**src/rtl/cpu7_dmw_tlb_if.sv**
```systemverilog
// Translation request/response bundle between the cache (master) and the
// DMW TLB (slave), carried over the existing req/finish handshake.
interface cpu7_dmw_tlb_if #(
  parameter int GRLEN  = 32,
  parameter int PABITS = 32
);
  logic              tlb_req;
  logic [GRLEN-1:0]  tlb_vaddr;
  logic              tlb_cancel;
  logic              tlb_busy;
  logic              tlb_finish;
  logic              tlb_hit;
  logic [PABITS-1:0] tlb_paddr;
  logic              tlb_uncache;
  logic [5:0]        tlb_exccode;

  modport master (
    output tlb_req, tlb_vaddr, tlb_cancel,
    input  tlb_busy, tlb_finish, tlb_hit, tlb_paddr, tlb_uncache, tlb_exccode
  );

  modport slave (
    input  tlb_req, tlb_vaddr, tlb_cancel,
    output tlb_busy, tlb_finish, tlb_hit, tlb_paddr, tlb_uncache, tlb_exccode
  );
endinterface

```
**src/rtl/cpu7_dmw_tlb.sv**
```systemverilog
// cpu7 translation unit: owns CRMD/DMW0/DMW1 and translates one port in
// direct-address mode or through two direct-mapped windows.
module cpu7_dmw_tlb #(
  parameter int GRLEN   = 32,
  parameter int PABITS  = 32,
  parameter int CSR_BIT = 14,
  parameter int IS_DATA = 0,
  parameter int LATENCY = 1
) (
  input  logic               clk,
  input  logic               resetn,
  input  logic               csr_wen,
  input  logic [CSR_BIT-1:0] csr_waddr,
  input  logic [GRLEN-1:0]   csr_wdata,
  cpu7_dmw_tlb_if.slave      tlb,
  output logic [GRLEN-1:0]   crmd_q
);

  localparam logic [CSR_BIT-1:0] ADDR_CRMD = CSR_BIT'(12'h000);
  localparam logic [CSR_BIT-1:0] ADDR_DMW0 = CSR_BIT'(12'h180);
  localparam logic [CSR_BIT-1:0] ADDR_DMW1 = CSR_BIT'(12'h181);
  localparam logic [GRLEN-1:0]   CRMD_MASK = GRLEN'(32'h0000_01FF);
  localparam logic [GRLEN-1:0]   DMW_MASK  = GRLEN'(32'hEE00_0039);
  localparam logic [GRLEN-1:0]   CRMD_RST  = GRLEN'(32'h0000_0008);
  localparam logic [1:0]         CNT_INIT  = 2'(LATENCY - 1);

  typedef enum logic [1:0] {
    ST_IDLE = 2'd0,
    ST_WAIT = 2'd1,
    ST_RESP = 2'd2
  } state_t;

  state_t             state_r, state_nxt_s;
  logic [1:0]         cnt_r;
  logic               accept_s, load_s, finish_s;
  logic [GRLEN-1:0]   crmd_r, dmw0_r, dmw1_r;
  logic [1:0]         da_mat_s;
  logic               hit_s, uncache_s;
  logic [PABITS-1:0]  paddr_s;
  logic [5:0]         exccode_s;
  logic               pend_hit_r, pend_uncache_r;
  logic [PABITS-1:0]  pend_paddr_r;
  logic [5:0]         pend_exccode_r;
  logic               hit_r, uncache_r;
  logic [PABITS-1:0]  paddr_r;
  logic [5:0]         exccode_r;
  logic               unused_s;

  // PLV 1 and 2 never match a window; 0 and 3 each have their own enable.
  function automatic logic dmw_match(input logic en_plv0, input logic en_plv3,
                                     input logic [2:0] vseg, input logic [1:0] plv,
                                     input logic [2:0] va_seg);
    logic plv_ok;
    case (plv)
      2'd0:    plv_ok = en_plv0;
      2'd3:    plv_ok = en_plv3;
      default: plv_ok = 1'b0;
    endcase
    return plv_ok && (vseg == va_seg);
  endfunction

  function automatic logic [PABITS-1:0] dmw_paddr(input logic [2:0] pseg,
                                                  input logic [28:0] va_low);
    logic [31:0] pa;
    pa = {pseg, va_low};
    return pa[PABITS-1:0];
  endfunction

  assign unused_s = ^{dmw0_r, dmw1_r};

  // Translation of the incoming address against the pre-write CSR contents.
  always_comb begin
    hit_s     = 1'b0;
    paddr_s   = {PABITS{1'b0}};
    uncache_s = 1'b0;
    exccode_s = 6'h3F;
    da_mat_s  = (IS_DATA != 0) ? crmd_r[8:7] : crmd_r[6:5];
    if (crmd_r[3]) begin
      hit_s     = 1'b1;
      paddr_s   = tlb.tlb_vaddr[PABITS-1:0];
      uncache_s = (da_mat_s == 2'd0);
      exccode_s = 6'h00;
    end else if (crmd_r[4] && dmw_match(dmw0_r[0], dmw0_r[3], dmw0_r[31:29],
                                        crmd_r[1:0], tlb.tlb_vaddr[31:29])) begin
      hit_s     = 1'b1;
      paddr_s   = dmw_paddr(dmw0_r[27:25], tlb.tlb_vaddr[28:0]);
      uncache_s = (dmw0_r[5:4] == 2'd0);
      exccode_s = 6'h00;
    end else if (crmd_r[4] && dmw_match(dmw1_r[0], dmw1_r[3], dmw1_r[31:29],
                                        crmd_r[1:0], tlb.tlb_vaddr[31:29])) begin
      hit_s     = 1'b1;
      paddr_s   = dmw_paddr(dmw1_r[27:25], tlb.tlb_vaddr[28:0]);
      uncache_s = (dmw1_r[5:4] == 2'd0);
      exccode_s = 6'h00;
    end else begin
      hit_s     = 1'b0;
      paddr_s   = {PABITS{1'b0}};
      uncache_s = 1'b0;
      exccode_s = 6'h3F;
    end
  end

  // Request FSM next state; outputs are refreshed on the edge entering RESP.
  always_comb begin
    state_nxt_s = state_r;
    accept_s    = 1'b0;
    load_s      = 1'b0;
    finish_s    = 1'b0;
    case (state_r)
      ST_IDLE: begin
        if (tlb.tlb_req) begin
          accept_s = 1'b1;
          if (LATENCY > 1) begin
            state_nxt_s = ST_WAIT;
          end else begin
            state_nxt_s = ST_RESP;
            load_s      = 1'b1;
          end
        end else begin
          state_nxt_s = ST_IDLE;
        end
      end
      ST_WAIT: begin
        if (tlb.tlb_cancel) begin
          state_nxt_s = ST_IDLE;
        end else if (cnt_r == 2'd1) begin
          state_nxt_s = ST_RESP;
          load_s      = 1'b1;
        end else begin
          state_nxt_s = ST_WAIT;
        end
      end
      ST_RESP: begin
        finish_s    = !tlb.tlb_cancel;
        state_nxt_s = ST_IDLE;
      end
      default: state_nxt_s = ST_IDLE;
    endcase
  end

  // State register and latency countdown.
  always_ff @(posedge clk) begin
    if (!resetn) begin
      state_r <= ST_IDLE;
      cnt_r   <= 2'd0;
    end else begin
      state_r <= state_nxt_s;
      if (accept_s) begin
        cnt_r <= CNT_INIT;
      end else if (state_r == ST_WAIT) begin
        cnt_r <= cnt_r - 2'd1;
      end else begin
        cnt_r <= cnt_r;
      end
    end
  end

  // Result captured at accept, published to the cache on entry to RESP.
  always_ff @(posedge clk) begin
    if (!resetn) begin
      pend_hit_r     <= 1'b0;
      pend_paddr_r   <= {PABITS{1'b0}};
      pend_uncache_r <= 1'b0;
      pend_exccode_r <= 6'h00;
      hit_r          <= 1'b0;
      paddr_r        <= {PABITS{1'b0}};
      uncache_r      <= 1'b0;
      exccode_r      <= 6'h00;
    end else begin
      if (accept_s) begin
        pend_hit_r     <= hit_s;
        pend_paddr_r   <= paddr_s;
        pend_uncache_r <= uncache_s;
        pend_exccode_r <= exccode_s;
      end
      if (load_s) begin
        hit_r     <= accept_s ? hit_s     : pend_hit_r;
        paddr_r   <= accept_s ? paddr_s   : pend_paddr_r;
        uncache_r <= accept_s ? uncache_s : pend_uncache_r;
        exccode_r <= accept_s ? exccode_s : pend_exccode_r;
      end
    end
  end

  // CSR write port; unimplemented bits are stored as zero.
  always_ff @(posedge clk) begin
    if (!resetn) begin
      crmd_r <= CRMD_RST;
      dmw0_r <= {GRLEN{1'b0}};
      dmw1_r <= {GRLEN{1'b0}};
    end else if (csr_wen) begin
      case (csr_waddr)
        ADDR_CRMD: crmd_r <= csr_wdata & CRMD_MASK;
        ADDR_DMW0: dmw0_r <= csr_wdata & DMW_MASK;
        ADDR_DMW1: dmw1_r <= csr_wdata & DMW_MASK;
        default:   crmd_r <= crmd_r;
      endcase
    end else begin
      crmd_r <= crmd_r;
    end
  end

  assign crmd_q          = crmd_r;
  assign tlb.tlb_busy    = (state_r != ST_IDLE);
  assign tlb.tlb_finish  = finish_s;
  assign tlb.tlb_hit     = hit_r;
  assign tlb.tlb_paddr   = paddr_r;
  assign tlb.tlb_uncache = uncache_r;
  assign tlb.tlb_exccode = exccode_r;

endmodule

```
**src/flat_wrapper.sv**
```systemverilog
// flat-port wrapper written by rule: the top's interface ports become plain ports
module cpu7_dmw_tlb_flat 
#(
  parameter int GRLEN   = 32,
  parameter int PABITS  = 32,
  parameter int CSR_BIT = 14,
  parameter int IS_DATA = 0,
  parameter int LATENCY = 1
)
  (clk, resetn, csr_wen, csr_waddr, csr_wdata, crmd_q, tlb_tlb_req, tlb_tlb_vaddr, tlb_tlb_cancel, tlb_tlb_busy, tlb_tlb_finish, tlb_tlb_hit, tlb_tlb_paddr, tlb_tlb_uncache, tlb_tlb_exccode);
  cpu7_dmw_tlb_if #(.GRLEN(GRLEN), .PABITS(PABITS)) tlb_i ();
  input  logic clk;
  input  logic resetn;
  input  logic csr_wen;
  input  logic [CSR_BIT-1:0] csr_waddr;
  input  logic [GRLEN-1:0] csr_wdata;
  output logic [GRLEN-1:0] crmd_q;
  input wire logic [$bits(tlb_i.tlb_req)-1:0] tlb_tlb_req;
  input wire logic [$bits(tlb_i.tlb_vaddr)-1:0] tlb_tlb_vaddr;
  input wire logic [$bits(tlb_i.tlb_cancel)-1:0] tlb_tlb_cancel;
  output wire logic [$bits(tlb_i.tlb_busy)-1:0] tlb_tlb_busy;
  output wire logic [$bits(tlb_i.tlb_finish)-1:0] tlb_tlb_finish;
  output wire logic [$bits(tlb_i.tlb_hit)-1:0] tlb_tlb_hit;
  output wire logic [$bits(tlb_i.tlb_paddr)-1:0] tlb_tlb_paddr;
  output wire logic [$bits(tlb_i.tlb_uncache)-1:0] tlb_tlb_uncache;
  output wire logic [$bits(tlb_i.tlb_exccode)-1:0] tlb_tlb_exccode;
  assign tlb_i.tlb_req = tlb_tlb_req;
  assign tlb_i.tlb_vaddr = tlb_tlb_vaddr;
  assign tlb_i.tlb_cancel = tlb_tlb_cancel;
  assign tlb_tlb_busy = tlb_i.tlb_busy;
  assign tlb_tlb_finish = tlb_i.tlb_finish;
  assign tlb_tlb_hit = tlb_i.tlb_hit;
  assign tlb_tlb_paddr = tlb_i.tlb_paddr;
  assign tlb_tlb_uncache = tlb_i.tlb_uncache;
  assign tlb_tlb_exccode = tlb_i.tlb_exccode;
  cpu7_dmw_tlb #(.GRLEN(GRLEN), .PABITS(PABITS), .CSR_BIT(CSR_BIT), .IS_DATA(IS_DATA), .LATENCY(LATENCY)) u_core (.clk(clk), .resetn(resetn), .csr_wen(csr_wen), .csr_waddr(csr_waddr), .csr_wdata(csr_wdata), .tlb(tlb_i), .crmd_q(crmd_q));
endmodule
```
**config.mk**
```make
export PLATFORM = sky130hd
export DESIGN_NAME = cpu7_dmw_tlb_flat
export DESIGN_NICKNAME = d
export VERILOG_FILES = /design/src/rtl/cpu7_dmw_tlb_if.sv /design/src/rtl/cpu7_dmw_tlb.sv /design/src/flat_wrapper.sv
export SDC_FILE = /design/constraint.sdc
export NUM_CORES = 1
export LEC_CHECK = 0
export ABC_AREA = 1
export BUFFER_PORTS_ARGS = -buffer_cell sky130_fd_sc_hd__buf_2
export CAP_MARGIN = 40
export CORE_ASPECT_RATIO = 1.4
export CORE_UTILIZATION = 45
export DETAILED_ROUTE_END_ITERATION = 16
export GPL_ROUTABILITY_DRIVEN = 0
export PLACE_DENSITY = 0.72
export REMOVE_ABC_BUFFERS = 1
export SLEW_MARGIN = 20
export SYNTH_ARGS = -nofsm -noshare
export SYNTH_HDL_FRONTEND = slang
export SYNTH_SLANG_ARGS = --single-unit
```
**constraint.sdc**
```tcl
create_clock -name clk -period 3.68 [get_ports clk]
set_input_delay 0.736 -clock clk [delete_from_list [all_inputs] [get_ports clk]]
set_output_delay 0.736 -clock clk [all_outputs]
set_load 0.05 [all_outputs]
```
# Yosys cells after proc, flatten, opt, wreduce, memory -nomap -nowiden

Index checks and enable logic that the tools add are counted.

$add $sub $neg: 1
Multiply operators: 0
Divide/modulo/power cells: 0
Magnitude comparators: 0
Equal/unequal tests: 8
Shifts and indexed selects: 0
Mux-type cells: 31
Bitwise logic cells: 1
Reductions and logical operators: 16

Operators with widths:

| operator                                              | number |
|---|---|
| two-way mux 32 bit                                    | 4 |
| equality test 14 x 9 -> 1 bit (second input constant) | 2 |
| two-way mux 6 bit                                     | 4 |
| two-way mux 1 bit                                     | 16 |
| logical NOT 14 bit                                    | 1 |
| logical NOT 2 bit                                     | 5 |
| equality test 3 bit                                   | 2 |
| two-way mux 2 bit                                     | 3 |
| case mux 1 bit (2 select lines)                       | 3 |
| AND reduction 2 bit                                   | 3 |
| equality test 2 x 1 -> 1 bit (second input constant)  | 2 |
| equality test 2 bit (second input constant)           | 2 |
| logical AND 1 bit                                     | 4 |
| case mux 2 bit (2 select lines)                       | 1 |
| nonzero test 2 bit                                    | 1 |
| OR reduction 2 bit                                    | 1 |
| subtractor 2 x 1 -> 2 bit (second input constant)     | 1 |
| logical NOT 1 bit                                     | 1 |
| NOT 1 bit                                             | 1 |

Bits in registers: 113
Latch bits: 0
RAM bits: 0
Memory bits (read-only): 0
Bits of input ports: 83
Output and inout port bits: 74
Word-level logic and storage cells: 70
Memories kept: 0

# Depth between registers and ports, before layout

Depth in word-level cells: 13
Mapped depth: 16
Gate-level depth less buffers: 14

# Least setup slack after synthesis

OpenSTA, ideal clock, no wires.

Path type: input-to-output
Start point: input port tlb_tlb_cancel
End point: output port tlb_tlb_finish
Data arrival time: 1833 ps
Required time: 2944 ps
Slack: 1111 ps
Stages on the path: 1
Path buffers: 0
Cell sequence: nor3_1

Word-level cells in the longest chain between the ends: 2

RTL lines:

| element           | line                | RTL |
|---|---|---|
| start, declared   | flat_wrapper.sv:20  | `input wire logic [$bits(tlb_i.tlb_cancel)-1:0] tlb_tlb_cancel;` |
| logical NOT 1 bit | cpu7_dmw_tlb.sv:134 | `finish_s = !tlb.tlb_cancel;` |
| two-way mux 1 bit | cpu7_dmw_tlb.sv:109 | `case (state_r)` |
| end, declared     | flat_wrapper.sv:22  | `output wire logic [$bits(tlb_i.tlb_finish)-1:0] tlb_tlb_finish;` |

No other way between the ends.

# Worst setup path in the final report

Start point: register u_core.crmd_r[0] (netlist: u_core.crmd_q[0])
End point: register u_core.paddr_r[21] (netlist: u_core.tlb.tlb_paddr[21])

Word-level cells in the longest chain between the ends: 10

RTL lines:

| element                                                         | line                | RTL |
|---|---|---|
| start, declared                                                 | cpu7_dmw_tlb.sv:36  | `logic [GRLEN-1:0] crmd_r, dmw0_r, dmw1_r;` |
| start signal, assigned                                          | cpu7_dmw_tlb.sv:193 | `ADDR_CRMD: crmd_r <= csr_wdata & CRMD_MASK;` |
| start signal, assigned                                          | cpu7_dmw_tlb.sv:196 | `default: crmd_r <= crmd_r;` |
| start signal, assigned                                          | cpu7_dmw_tlb.sv:199 | `crmd_r <= crmd_r;` |
| equality test 2 bit / logical NOT 2 bit (equally long branches) | cpu7_dmw_tlb.sv:54  | `case (plv)` |
| case mux 1 bit (2 select lines)                                 | cpu7_dmw_tlb.sv:54  |  |
| two-way mux 1 bit                                               | cpu7_dmw_tlb.sv:83  | `end else if (crmd_r[4] && dmw_match(dmw0_r[0], dmw0_r[3], dmw0_r[31:29],` |
| two-way mux 1 bit                                               | cpu7_dmw_tlb.sv:78  | `if (crmd_r[3]) begin` |
| logical AND 1 bit                                               | cpu7_dmw_tlb.sv:59  | `return plv_ok && (vseg == va_seg);` |
| logical AND 1 bit                                               | cpu7_dmw_tlb.sv:89  | `end else if (crmd_r[4] && dmw_match(dmw1_r[0], dmw1_r[3], dmw1_r[31:29],` |
| two-way mux 32 bit                                              | cpu7_dmw_tlb.sv:89  |  |
| two-way mux 32 bit *                                            | cpu7_dmw_tlb.sv:83  |  |
| two-way mux 32 bit *                                            | cpu7_dmw_tlb.sv:78  |  |
| two-way mux 32 bit *                                            | cpu7_dmw_tlb.sv:178 | `paddr_r <= accept_s ? paddr_s : pend_paddr_r;` |
| end signal, assigned                                            | cpu7_dmw_tlb.sv:166 | `paddr_r <= {PABITS{1'b0}};` |
| end signal, assigned                                            | cpu7_dmw_tlb.sv:178 |  |
| end, declared                                                   | cpu7_dmw_tlb.sv:45  | `logic [PABITS-1:0] paddr_r;` |

Mark *: on every way between the ends. The rest lies on a longest branch, timed or not. The select of a mux whose other input is x is not followed.
A chain may end at the register's enable or synchronous reset.

==> flow_summary.yaml <==
route:
  vias_per_cell: 4.793
  via_count: 4462
  routedWlPerCell_um: 11.87
  antenna_left: 0
  drt-total-wl_mm: 11.05
  drt-initial-drc-count: 162
  drc: 0
  dr.pass1.iters: 4
sta:
  fin_skew_ns: 0.006150
  rsz0062_at_grt: "no"
  post-route-period-util_pct: 64.55
  setup_tns_ns: 0
  setup_viol: 0
  maxSlewHeadroom_pct: 56.03
  finalHoldViolCount: 0
  maxSlewViolCount: 0
  min_period_ns: 2.375
  max_freq_ghz: 0.4210
  tightest_slew_ns: 0.6595
synthesis:
  synth_area_leaders: "dfxtp_1 46%, nand2_1 9.6%, inv_1 7.6%"
  synthArstFlopShare_pct: 0
  yosys_warnings: 0
  yosysSeqAreaShare_pct: 45.73
  synth-edff-count: 0
  ys_seq_elements: 113
  syn_area_per_cell_sq_um: 7.362
  synth_area_leader_cell: "dfxtp_1"
  synthCells: 672
  synth_flop_cell: "dfxtp_1"
  netlist_area_sq_um: 4947
  synth_cell_types: 33
  synth_top_area_share_pct: 45.73
global_routing:
  grt.total_usage_pct: 20.68
  grt_max_degree: 71
  grt_pass1_vias: 4304
  grt_overflow: 0
  grt_pass1_wl_mm: 18.98
  antenna_found_initial: 0
pwr:
  p_total_mw: 3.392
  swShare_pct: 27.19
  power_frac_seq_pct: 38.6
  p_sw_mw: 0.9225
  p_leak_nw: 3.192
  p_per_area_nw_per_um2: 553.4
  power.share.clock_pct: 47.5
  internal_power_mw: 2.470
  peakVddDrop_mv: 0.3511
  combPwrFrac_pct: 13.8
die:
  core_sq_um: 10520
  num_rows: 44
  ios: 157
  die_y_um: 126.1
  die-area_sq_um: 11420
  dieWidth_um: 90.62
  start_util_pct: 47.05
final_layout:
  diodes: 0
  final_cell_mix: "127 x nand2_1, 116 x buf_2, 113 x dfxtp_1, 100 x inv_1, 57 x o21ai_0"
  syn_to_final_growth_pct: 23.90
  final_nets: 866
  n_fill_cell: 1007
  drive_gt1_share_pct: 23.08
  layout_commonest_cell: "nand2_1"
clock_tree:
  clock_sinks: 113
  clock_path_buffers: 2
  tritoncts: "yes"
  clk_latency_ns: 0.40
  htree_levels: 4
  cts_hold_buf: 0
  cts-buffers-inserted: 17
  clockRootBuffer: "clkbuf_16"
  clk_pin_slew_worst_paths_ns: 0.05
  postCtsSetupBuffers: 0
  cts-resized-gates: 0
setup_path:
  worstPathRequired_ns: 3.98
  worstSetupPathType: "reg2reg"
  critPathLaunchType: "register"
  cp.arrival_ns: 2.68
  worstSetupEndpointType: "register"
  cp_max_fo: 29
  r2r_slack_ns: 1.30
placed_design:
  numPortBuffers: 116
  dpl.hpwl_mm: 7.534
outcome:
  outcome: "finished clean"
hold_path:
  hold_path.class: "reg2reg"
flow_run:
  drv_cap: 0
## sequential cells by signal, indices dropped and copies added (netlist names)
name / flops
u_core.dmw1_r: 10
u_core.state_r: 2
u_core.crmd_q: 9
u_core.tlb.tlb_uncache: 1
u_core.tlb.tlb_paddr: 32
u_core.pend_exccode_r: 6
u_core.pend_hit_r: 1
u_core.pend_uncache_r: 1
u_core.cnt_r: 2
u_core.tlb.tlb_hit: 1
u_core.pend_paddr_r: 32
u_core.tlb.tlb_exccode: 6
u_core.dmw0_r: 10
## stage by stage
step / cell area [sq um] / hold slack [ns] / instances / setup slack [ns] / util (%)
after CTS: 6130 / 0.4489 / 931 / 1.275 / 58.29
after global placement: 5510 / 0.4339 / 898 / 1.095 / 52.40
final: 6130 / 0.4462 / 931 / 1.305 / 58.29
after global routing: 6130 / 0.4649 / 931 / 1.055 / 58.29
after floorplan: 4707 / 0.4230 / 639 / 1.083 / -
after detailed placement: 5538 / 0.4405 / 899 / 1.031 / 52.67
## final timing paths
| check | startpoint | end | cells past startpoint |
|---|---|---|---|
| max reg2reg | u_core.crmd_q[0]$_SDFFE_PN0P_ | u_core.tlb.tlb_paddr[21]$_SDFFE_PN0P_ | 13 |
| min | u_core.dmw1_r[26]$_SDFFE_PN0P_ | u_core.dmw1_r[26]$_SDFFE_PN0P_ | 2 |
| min reg2reg | u_core.dmw1_r[26]$_SDFFE_PN0P_ | u_core.dmw1_r[26]$_SDFFE_PN0P_ | 2 |
| max | u_core.crmd_q[0]$_SDFFE_PN0P_ | u_core.tlb.tlb_paddr[21]$_SDFFE_PN0P_ | 13 |
## layout make-up
class | count | area (sq um) | share of cell area (%)
sequential | 113 | 2262 | 36.91
multi-input combinational | 419 | 2042 | 33.31
timing repair buffer | 122 | 658.1 | 10.74
clock buffer | 22 | 484.2 | 7.900
inverter | 107 | 402.9 | 6.573
tap | 138 | 172.7 | 2.817
clock inverter | 10 | 107.6 | 1.755
## per-layer routing
metal	part of all wire (%)	up-vias	global-route usage [%]
li1	-	2300	-
met1	42	2021	22.38
met2	52	120	37.48
met3	4.1	21	5.193
met4	2.1	0	9.488
met5	0	-	0
## power groups by stage
stage               combinational [mW]  sequential [mW]  clock (mW)
floorplan                        0.213             1.45           0
global placement                 0.460             1.33           0
detailed placement               0.470             1.34           0
CTS                              0.472             1.31        1.64
global route                     0.511             1.32        1.70
finish                           0.469             1.31        1.61
## cell families after synthesis
logic type | synth area share (%)
xor+xnor | 0.1771
flops | 45.73
fa+ha+maj | 0.7588
buf+inv | 14.67
other cells | 0.07580
compound gates | 12.29
simple gates | 26.30
## critical path, stage by stage, from the launching register on
cell and delay, ns:
dfxtp_1 0.35, inv_1 0.07, ha_1 0.29, inv_1 0.05, nand2_1 0.08, a21oi_1 0.05
nand3_1 0.12, nand3_2 0.11, nand2_4 0.12, clkinv_2 0.52, nand2_1 0.28, nand3_1 0.10
nand2_1 0.07, inv_1 0.03
## cell usage after synthesis, types with 12 or more instances
cell      count
nor3_1       15
buf_4        23
nor2_1       35
inv_1       100
nor4_1       12
nand2_4      12
nand2_1     127
dfxtp_1     113
clkbuf_1     25
nand3_1      53
o21ai_0      57
a21oi_1      56
(Power assumes the default switching activity.)
